==> config.mk <==
export PLATFORM = sky130hd
export DESIGN_NAME = calc_sequencer
export DESIGN_NICKNAME = d
export VERILOG_FILES = /design/src/rtl/calc_pkg.sv /design/src/rtl/btn_sync_edge.sv /design/src/rtl/calc_sequencer.sv
export SDC_FILE = /design/constraint.sdc
export NUM_CORES = 1
export LEC_CHECK = 0
export BUFFER_PORTS_ARGS = -buffer_cell sky130_fd_sc_hd__buf_4
export CORE_MARGIN = 3
export CORE_UTILIZATION = 50
export DETAILED_ROUTE_END_ITERATION = 10
export PLACE_DENSITY = 0.83
export SYNTH_ARGS = -nofsm -noshare
export SYNTH_HDL_FRONTEND = slang
export SYNTH_SLANG_ARGS = --single-unit
==> constraint.sdc <==
create_clock -name clk -period 3.75 [get_ports clk]
set_input_delay 0.1875 -clock clk [delete_from_list [all_inputs] [get_ports clk]]
set_output_delay 0.1875 -clock clk [all_outputs]
set_load 0.05 [all_outputs]
==> src/rtl/calc_pkg.sv <==
// Shared types and constants for the calculator control path: FSM state
// encoding, opcodes and the error display word.
package calc_pkg;

    typedef enum logic [2:0] {
        IDLE   = 3'd0,
        SETTLE = 3'd1,
        LAUNCH = 3'd2,
        WAIT   = 3'd3,
        ERROR  = 3'd4
    } state_e;

    localparam logic [2:0] OP_ADD = 3'd0;
    localparam logic [2:0] OP_SUB = 3'd1;
    localparam logic [2:0] OP_MUL = 3'd2;
    localparam logic [2:0] OP_DIV = 3'd3;
    localparam logic [2:0] OP_MOD = 3'd4;
    localparam logic [2:0] OP_MAX = 3'd4;

    localparam logic [15:0] ERR_BCD = 16'hEEEE;

endpackage

==> src/rtl/btn_sync_edge.sv <==
// Brings an asynchronous button level into the clk domain through two flops
// and flags its rising edge with a third.
module btn_sync_edge (
    input  logic clk,
    input  logic reset,
    input  logic btn_in,
    output logic rise
);

    logic s1_q, s2_q, s3_q;
    logic s1_d, s2_d, s3_d;

    always_comb begin
        s1_d = btn_in;
        s2_d = s1_q;
        s3_d = s2_q;
    end

    always_ff @(posedge clk) begin
        if (reset) begin
            s1_q <= 1'b0;
            s2_q <= 1'b0;
            s3_q <= 1'b0;
        end else begin
            s1_q <= s1_d;
            s2_q <= s2_d;
            s3_q <= s3_d;
        end
    end

    assign rise = s2_q & ~s3_q;

endmodule

==> src/rtl/calc_sequencer.sv <==
// Control FSM between the operand switches/button and the calculator datapath:
// captures operands, launches one BCD conversion and holds the display word.
module calc_sequencer #(
    parameter int          TIMEOUT_CYCLES = 64,
    parameter logic [15:0] ERR_BCD        = calc_pkg::ERR_BCD,
    parameter logic [2:0]  OP_DIV         = calc_pkg::OP_DIV,
    parameter logic [2:0]  OP_MAX         = calc_pkg::OP_MAX
) (
    input  logic        clk,
    input  logic        reset,
    input  logic        go,
    input  logic [3:0]  a,
    input  logic [3:0]  b,
    input  logic [2:0]  op,
    output logic [3:0]  a_q,
    output logic [3:0]  b_q,
    output logic [2:0]  op_q,
    input  logic [7:0]  result,
    output logic        conv_start,
    output logic [15:0] conv_bin,
    input  logic        conv_rdy,
    input  logic [15:0] conv_bcd,
    output logic [15:0] disp_bcd,
    output logic        disp_valid,
    output logic        busy,
    output logic        err
);

    import calc_pkg::*;

    localparam int              CNT_W    = $clog2(TIMEOUT_CYCLES);
    localparam logic [CNT_W-1:0] CNT_LAST = CNT_W'(TIMEOUT_CYCLES - 1);

    logic go_rise;

    btn_sync_edge u_go_sync (
        .clk    (clk),
        .reset  (reset),
        .btn_in (go),
        .rise   (go_rise)
    );

    state_e           state_q, state_d;
    logic [3:0]       a_d, b_d;
    logic [2:0]       op_d;
    logic             conv_start_q, conv_start_d;
    logic [15:0]      conv_bin_q, conv_bin_d;
    logic [15:0]      disp_bcd_q, disp_bcd_d;
    logic             disp_valid_q, disp_valid_d;
    logic             busy_q, busy_d;
    logic             err_q, err_d;
    logic [CNT_W-1:0] cnt_q, cnt_d;

    always_comb begin
        state_d      = state_q;
        a_d          = a_q;
        b_d          = b_q;
        op_d         = op_q;
        conv_start_d = 1'b0;
        conv_bin_d   = conv_bin_q;
        disp_bcd_d   = disp_bcd_q;
        disp_valid_d = disp_valid_q;
        busy_d       = busy_q;
        err_d        = err_q;
        cnt_d        = cnt_q;

        case (state_q)
            IDLE: begin
                busy_d = 1'b0;
                if (go_rise) begin
                    a_d     = a;
                    b_d     = b;
                    op_d    = op;
                    busy_d  = 1'b1;
                    state_d = SETTLE;
                end
            end
            SETTLE: begin
                if ((op_q > OP_MAX) || ((op_q == OP_DIV) && (b_q == 4'd0))) begin
                    state_d = ERROR;
                end else begin
                    conv_bin_d   = {8'b0, result};
                    conv_start_d = 1'b1;
                    cnt_d        = '0;
                    state_d      = WAIT;
                end
            end
            WAIT: begin
                // Saturate rather than wrap; leaving WAIT at CNT_LAST is guaranteed.
                if (cnt_q != CNT_LAST) begin
                    cnt_d = cnt_q + 1'b1;
                end
                if (conv_rdy) begin
                    disp_bcd_d   = conv_bcd;
                    disp_valid_d = 1'b1;
                    err_d        = 1'b0;
                    busy_d       = 1'b0;
                    state_d      = IDLE;
                end else if (cnt_q == CNT_LAST) begin
                    state_d = ERROR;
                end
            end
            ERROR: begin
                disp_bcd_d   = ERR_BCD;
                disp_valid_d = 1'b1;
                err_d        = 1'b1;
                busy_d       = 1'b0;
                state_d      = IDLE;
            end
            default: begin
                // LAUNCH is reserved; recover to IDLE if ever reached.
                busy_d  = 1'b0;
                state_d = IDLE;
            end
        endcase
    end

    always_ff @(posedge clk) begin
        if (reset) begin
            state_q      <= IDLE;
            a_q          <= '0;
            b_q          <= '0;
            op_q         <= '0;
            conv_start_q <= 1'b0;
            conv_bin_q   <= '0;
            disp_bcd_q   <= '0;
            disp_valid_q <= 1'b0;
            busy_q       <= 1'b0;
            err_q        <= 1'b0;
            cnt_q        <= '0;
        end else begin
            state_q      <= state_d;
            a_q          <= a_d;
            b_q          <= b_d;
            op_q         <= op_d;
            conv_start_q <= conv_start_d;
            conv_bin_q   <= conv_bin_d;
            disp_bcd_q   <= disp_bcd_d;
            disp_valid_q <= disp_valid_d;
            busy_q       <= busy_d;
            err_q        <= err_d;
            cnt_q        <= cnt_d;
        end
    end

    assign conv_start = conv_start_q;
    assign conv_bin   = conv_bin_q;
    assign disp_bcd   = disp_bcd_q;
    assign disp_valid = disp_valid_q;
    assign busy       = busy_q;
    assign err        = err_q;

endmodule

Word-level counts from Yosys, hierarchy flattened
Cells that the tools add are included.
- register bits after elaboration: 51
- input port bits: 39
- $add $sub $neg: 1
- $lt $le $gt $ge: 1
- equality and inequality tests: 11
- multiplexer cells: 17
- bitwise operators: 4
- reductions and logical operators: 13
- operator list (kind ; count):
    $pmux 16 s2 ; 1
    $mux 16 ; 1
    $mux 3 ; 4
    $mux 6 ; 2
    $pmux 6 s2 ; 1
    $reduce_and 2->1 ; 5
    $pmux 3 s3 ; 1
    $ne 2x2->1 const B ; 4
    $add 6x1->6 const B ; 1
    $eq 3x2->1 const B ; 2
    $eq 6x6->1 const B ; 1
    $ne 6x6->1 const B ; 1
    $logic_not 4->1 ; 1
    $mux 1 ; 4
    $pmux 1 s2 ; 2
    $reduce_bool 2->1 ; 2
    $eq 3x1->1 const B ; 1
    $eq 3x3->1 const B ; 1
    $gt 3x3->1 const B ; 1
    $logic_not 3->1 ; 1
    $ne 3x3->1 const B ; 1
    $not 1->1 ; 3
    $pmux 1 s3 ; 1
    $reduce_and 3->1 ; 1
    other kinds (4) ; 4

Longest topological paths before layout
- word-level depth: 5
- gate-level depth with buffers: 6
- depth with buffers taken out: 5

Cells and area by module
From an unflattened synthesis, not the netlist that was laid out.
- cells, all modules: 248
- area, all modules: 2188.3 sq um
- by module, submodules not included (module ; times used ; cells an instance ; area an instance (sq um)):
    calc_sequencer ; 1 ; 241 ; 2100.8
    btn_sync_edge ; 1 ; 7 ; 87.6

Worst setup path before layout
OpenSTA, ideal clock, no wires.
- path kind: register to register
- from: register b_q[0]
- to: register conv_bin_q[3] (netlist: conv_bin[3])
- setup time: 128 ps
- arrival time: 1599 ps
- required time: 3622 ps
- path slack: 2024 ps
- stages on the path, launching flop included: 6
- clock period less this slack: 1726 ps
- cells stage by stage: dfxtp_1 -> or3_4 -> o211ai_4 -> buf_8 -> mux2i_1 -> nor2_1
- longest elaborated chain between the ends: 5
- RTL lines (element ; line ; RTL):
    start, declared ; calc_sequencer.sv:16 ; output logic [3:0] b_q,
    start signal, assigned ; calc_sequencer.sv:122 ; b_q <= '0;
    start signal, assigned ; calc_sequencer.sv:134 ; b_q <= b_d;
    $logic_not 4->1 ; calc_sequencer.sv:79 ; if ((op_q > OP_MAX) || ((op_q == OP_DIV) && (b_q == 4'd0))) begin
    $logic_and 1x1->1 ; calc_sequencer.sv:79 ;
    $logic_or 1x1->1 ; calc_sequencer.sv:79 ;
    $not 1->1 (no source line) ; - ;
    $reduce_and 2->1 (no source line) ; - ;
    end signal, assigned ; calc_sequencer.sv:137 ; conv_bin_q <= conv_bin_d;
    end, declared ; calc_sequencer.sv:47 ; logic [15:0] conv_bin_q, conv_bin_d;
Every way passes these cells.
A chain may end at the register's enable or synchronous reset.

Final worst setup path
- from: register state_q[1]
- to: register disp_bcd_q[8] (netlist: disp_bcd[8])
- longest elaborated chain between the ends: 3
- RTL lines (element ; line ; RTL):
    start, declared ; calc_sequencer.sv:43 ; state_e state_q, state_d;
    start signal, assigned ; calc_sequencer.sv:132 ; state_q <= state_d;
    $eq 3x2->1 / $eq 3x3->1 (equally long branches) ; calc_sequencer.sv:67 ; case (state_q)
    $ne 2x2->1 (no source line) / $reduce_bool 2->1 (equally long branches) ; - ;
    $reduce_and 2->1 (no source line) ; - ;
    end signal, assigned ; calc_sequencer.sv:138 ; disp_bcd_q <= disp_bcd_d;
    end, declared ; calc_sequencer.sv:48 ; logic [15:0] disp_bcd_q, disp_bcd_d;
Parallel ways exist; a longest one is shown, timed or not.

==> run summary <==
The total setup violations reported at the end of the flow is 0. Relative to the synthesized area, the layout overhead comes to 31.45%. For this run, the register share of the synthesized area comes to 50.22%.

The antenna diode count is 0. The critical path required time came out at 3.93 ns. The simple-gate share of the synthesized area came out at 23.20%. Timing would allow up to 540.5 MHz. The number of clock sinks came out at 51.

The number of nets with antenna violations after detailed routing came out at 0. The net switching fraction of the power came out at 25.01%. The number of top-level design ports came out at 86. Summed over all instances, the cell type with the most area after synthesis is sky130_fd_sc_hd__dfxtp_1. The total internal power is 800.9 uW. The run finished with clean final reports.

The tightest min-delay check is of the in2reg type. The fraction of power consumed by the clock network came out at 35.5%. The fraction of synthesized area in multiplexers came out at 9.846%. Dividing the detail-routed wire length by the instance count gives 12.89 um.

The share of synthesized cell area in full adder, half adder and majority cells is 0.6154%. In this run the worst path has a maximum fanout of 18. The share of post-route cells with drive strength above 1 came out at 30.34%. The core area is 3799 um^2. The clock tree from TritonCTS is done.

The most critical setup path has its startpoint at state_q[1]. Data on the critical path arrives at its endpoint at 2.03 ns. The top cell type by area accounts for 50.22% of the synthesized area. After synthesis, the share of flip-flops with an asynchronous set or reset is 0%. Measured against its own limit, the worst slew margin works out to 50.52%.

For this design the total switching power over the nets is 267.2 uW. The ratio of routed vias to standard cells came out at 5.121. At the end of routability-driven placement, the weighted congestion stood at 0.7357. Once the floorplan was initialized, standard cells occupied 53.52% of the core.

Max-cap violations in this run came to 0. The total overflow left after global routing is 0. The number of global-route vias before repair came out at 1,668. The number of antenna violations at the first check in global routing came to 0.

The quantity of I/O buffers inserted on ports came out at 77. In the routed design, unresolved DRC markers number 0. The synthesized netlist cell count came out at 221.

The peak ir drop on the vdd network came out at 0.2395 mV. The depth of the CTS H-tree is 2. The count of flip-flops with a built-in enable after synthesis is 0. The most common cell in the synthesized netlist is sky130_fd_sc_hd__dfxtp_1. The area of the die is 4868 um^2.

The number of gates resized after CTS was 0. The maximum clock path buffer count is 2. The filler cells instantiated in the layout total 323. The total routed wirelength came out at 4.358 mm. For this block, the via count after detailed routing is 1,731. The first global-routing pass estimated 7.369 mm of wire.

The CTS clock-pin slew for the worst setup and hold paths is 0.09 ns. The area of the multi-input gates is 900.9 um^2. The mean post-synth cell area is 9.200 um^2. Yosys printed 0 warnings. The number of detailed-route iterations in the first pass is 4. In this run the power density over the cells is 399.7 nW/um^2.

The count of nets after finishing is 329. The post-CTS setup buffer count is 0. CTS placed an instance of sky130_fd_sc_hd__clkbuf_8 at the clock tree root. The DRC marker count from the first detailed-route iteration came out at 75. The post-route non-filler standard cell count came out at 338.

The number of distinct library cell variants in the gate-level netlist after synthesis is 34. The final setup TNS came out at 0 ns. The sequential group share of total power is 52.2%. STA classifies the critical path startpoint as a flop. The cell area after technology mapping is 2033 um^2.

The quantity of hold-fixing buffers added after cts came out at 0. Synthesis inferred 51 register bits. Ranked by instance count, the synthesized netlist is headed by 51 x sky130_fd_sc_hd__dfxtp_1, 37 x sky130_fd_sc_hd__nor2_1, 28 x sky130_fd_sc_hd__nor3_1. In this run the critical register-to-register path is launched from state_q[1]. Sorting the synthesized cells by area gives the leading types as sky130_fd_sc_hd__dfxtp_1 50%, sky130_fd_sc_hd__mux2i_1 9.8%, sky130_fd_sc_hd__nor3_1 6.9%, sky130_fd_sc_hd__nor2_1 6.8%, sky130_fd_sc_hd__buf_4 3.3%.

The final critical-path required period came out at 1.850 ns. The source-to-sink clock delay at the later pin of the worst-skew pair is 0.30 ns. The placed wire-length estimate after detailed placement is 3.120 mm. The horizontal die dimension is 69.77 um. In this run the core area contains 22 standard-cell rows. The critical path is of the reg2reg type. The transition time at the pin with the least slew margin is 0.7422 ns. In this run, placement finished with an instance count of 330. The synthesized netlist devotes 8.308% of its cell area to compound gates. The share of the clock period used by the worst path after layout is 49.34%. The die height came out at 69.77 um.

The area of all sequential standard cells is 1021 um^2. The predominant post-synthesis flop cell is sky130_fd_sc_hd__dfxtp_1. The number of slew-limit violations in the final report was 0. The worst setup path is captured at a flop. For this run, the total global-route usage over all layers was measured as 18.37%. The xor/xnor share of the synthesized area is 0.8615%. The combinational share of power is 12.2%. Clock tree synthesis inserted a total of 5 buffers. Across the routed clock network, the largest skew measured is 0.004818 ns.

The maximum number of pins on one net before global-route repair came out at 53. In this run the static leakage power is 1.277 nW. The critical hold path startpoint is go.

After synthesis, the largest family of logic cells by area is simple AND/OR/NAND/NOR gates. Setup repair after global routing left no endpoint under its margin. The hold violation count in the final report is 0.
## worst paths after layout
kind	end	slack (ns)	cells past startpoint
setup / recovery	disp_bcd[8]	1.90	4
hold / removal	u_go_sync.s1_q	0.09	2
setup reg to reg	disp_bcd[8]	1.90	4
hold reg to reg	u_go_sync.s2_q	0.46	1
## routing by layer
layer,part of all wire (%),vias to the layer above,track usage [%]
met3,8.6,6,7.246
met4,1.3,0,5.745
li1,-,868,-
met5,0,-,0
met1,42,792,21.85
met2,48,65,30.33
## layout by cell type (no fill, tap or decap), types with 2 or more instances in the layout
master and count:
sky130_fd_sc_hd__buf_4 77, sky130_fd_sc_hd__and2_1 2, sky130_fd_sc_hd__nor3_1 28, sky130_fd_sc_hd__clkbuf_8 5, sky130_fd_sc_hd__a21oi_1 10, sky130_fd_sc_hd__mux2i_1 20, sky130_fd_sc_hd__o211ai_1 2, sky130_fd_sc_hd__nand2b_1 7
sky130_fd_sc_hd__conb_1 8, sky130_fd_sc_hd__o21ai_0 3, sky130_fd_sc_hd__a211oi_1 2, sky130_fd_sc_hd__nand2_1 10, sky130_fd_sc_hd__nand3_1 6, sky130_fd_sc_hd__dfxtp_1 51, sky130_fd_sc_hd__nor2b_1 3, sky130_fd_sc_hd__nor2_1 37
## power groups by stage
stage | Combinational [mW] | Clock, mW | Sequential (mW)
after floorplan | 0.0608 | 0 | 0.599
after global placement | 0.129 | 0 | 0.570
after detailed placement | 0.131 | 0 | 0.571
after CTS | 0.131 | 0.386 | 0.558
after global routing | 0.139 | 0.407 | 0.560
final | 0.130 | 0.380 | 0.558
## logic make-up (layout without fill, tap and decap cells)
| family | after synthesis | in the layout |
|---|---|---|
| and+or+nand+nor | 99 | 99 |
| DFF | 51 | 51 |
| AOI/OAI and AO/OA | 24 | 24 |
| buffers and inverters | 23 | 85 |
| muxes | 20 | 20 |
| xor gates and xnor gates | 2 | 2 |
| adders and majority gates | 1 | 1 |
| other | 1 | 8 |
## metrics by stage
step	power (mW)	hold WS, ns	cell area, um^2	setup slack, ns	utilization, %
final	1.068	0.09224	2673	1.900	70.36
after global placement	0.6994	0.4066	2560	1.965	67.39
after floorplan	0.6597	0.3157	2059	2.024	-
after detailed placement	0.7017	0.4116	2560	1.923	67.39
after global routing	1.105	0.1093	2673	1.729	70.36
after CTS	1.076	0.09069	2673	1.917	70.36
## flip-flops by register name (all words and copies together), names as in the netlist, 3 cells and up
| register | cells |
|---|---|
| a_q | 4 |
| state_q | 3 |
| b_q | 4 |
| conv_bin | 8 |
| disp_bcd | 16 |
| cnt_q | 6 |
| op_q | 3 |
## final cells by class
class | instances | area share (%)
clock buffer | 5 | 2.575
clock inverter | 3 | 1.639
multi-input combinational | 154 | 33.71
sequential | 51 | 38.20
tap | 48 | 2.247
timing repair buffer | 77 | 21.63
## critical path, stage by stage, from the launching register on
cell and delay, ns:
sky130_fd_sc_hd__dfxtp_1 0.43, sky130_fd_sc_hd__and3b_1 0.39, sky130_fd_sc_hd__and2_1 0.59, sky130_fd_sc_hd__mux2i_1 0.25
sky130_fd_sc_hd__nor3_1 0.06
Note: power is estimated with default switching activity, not from simulation.
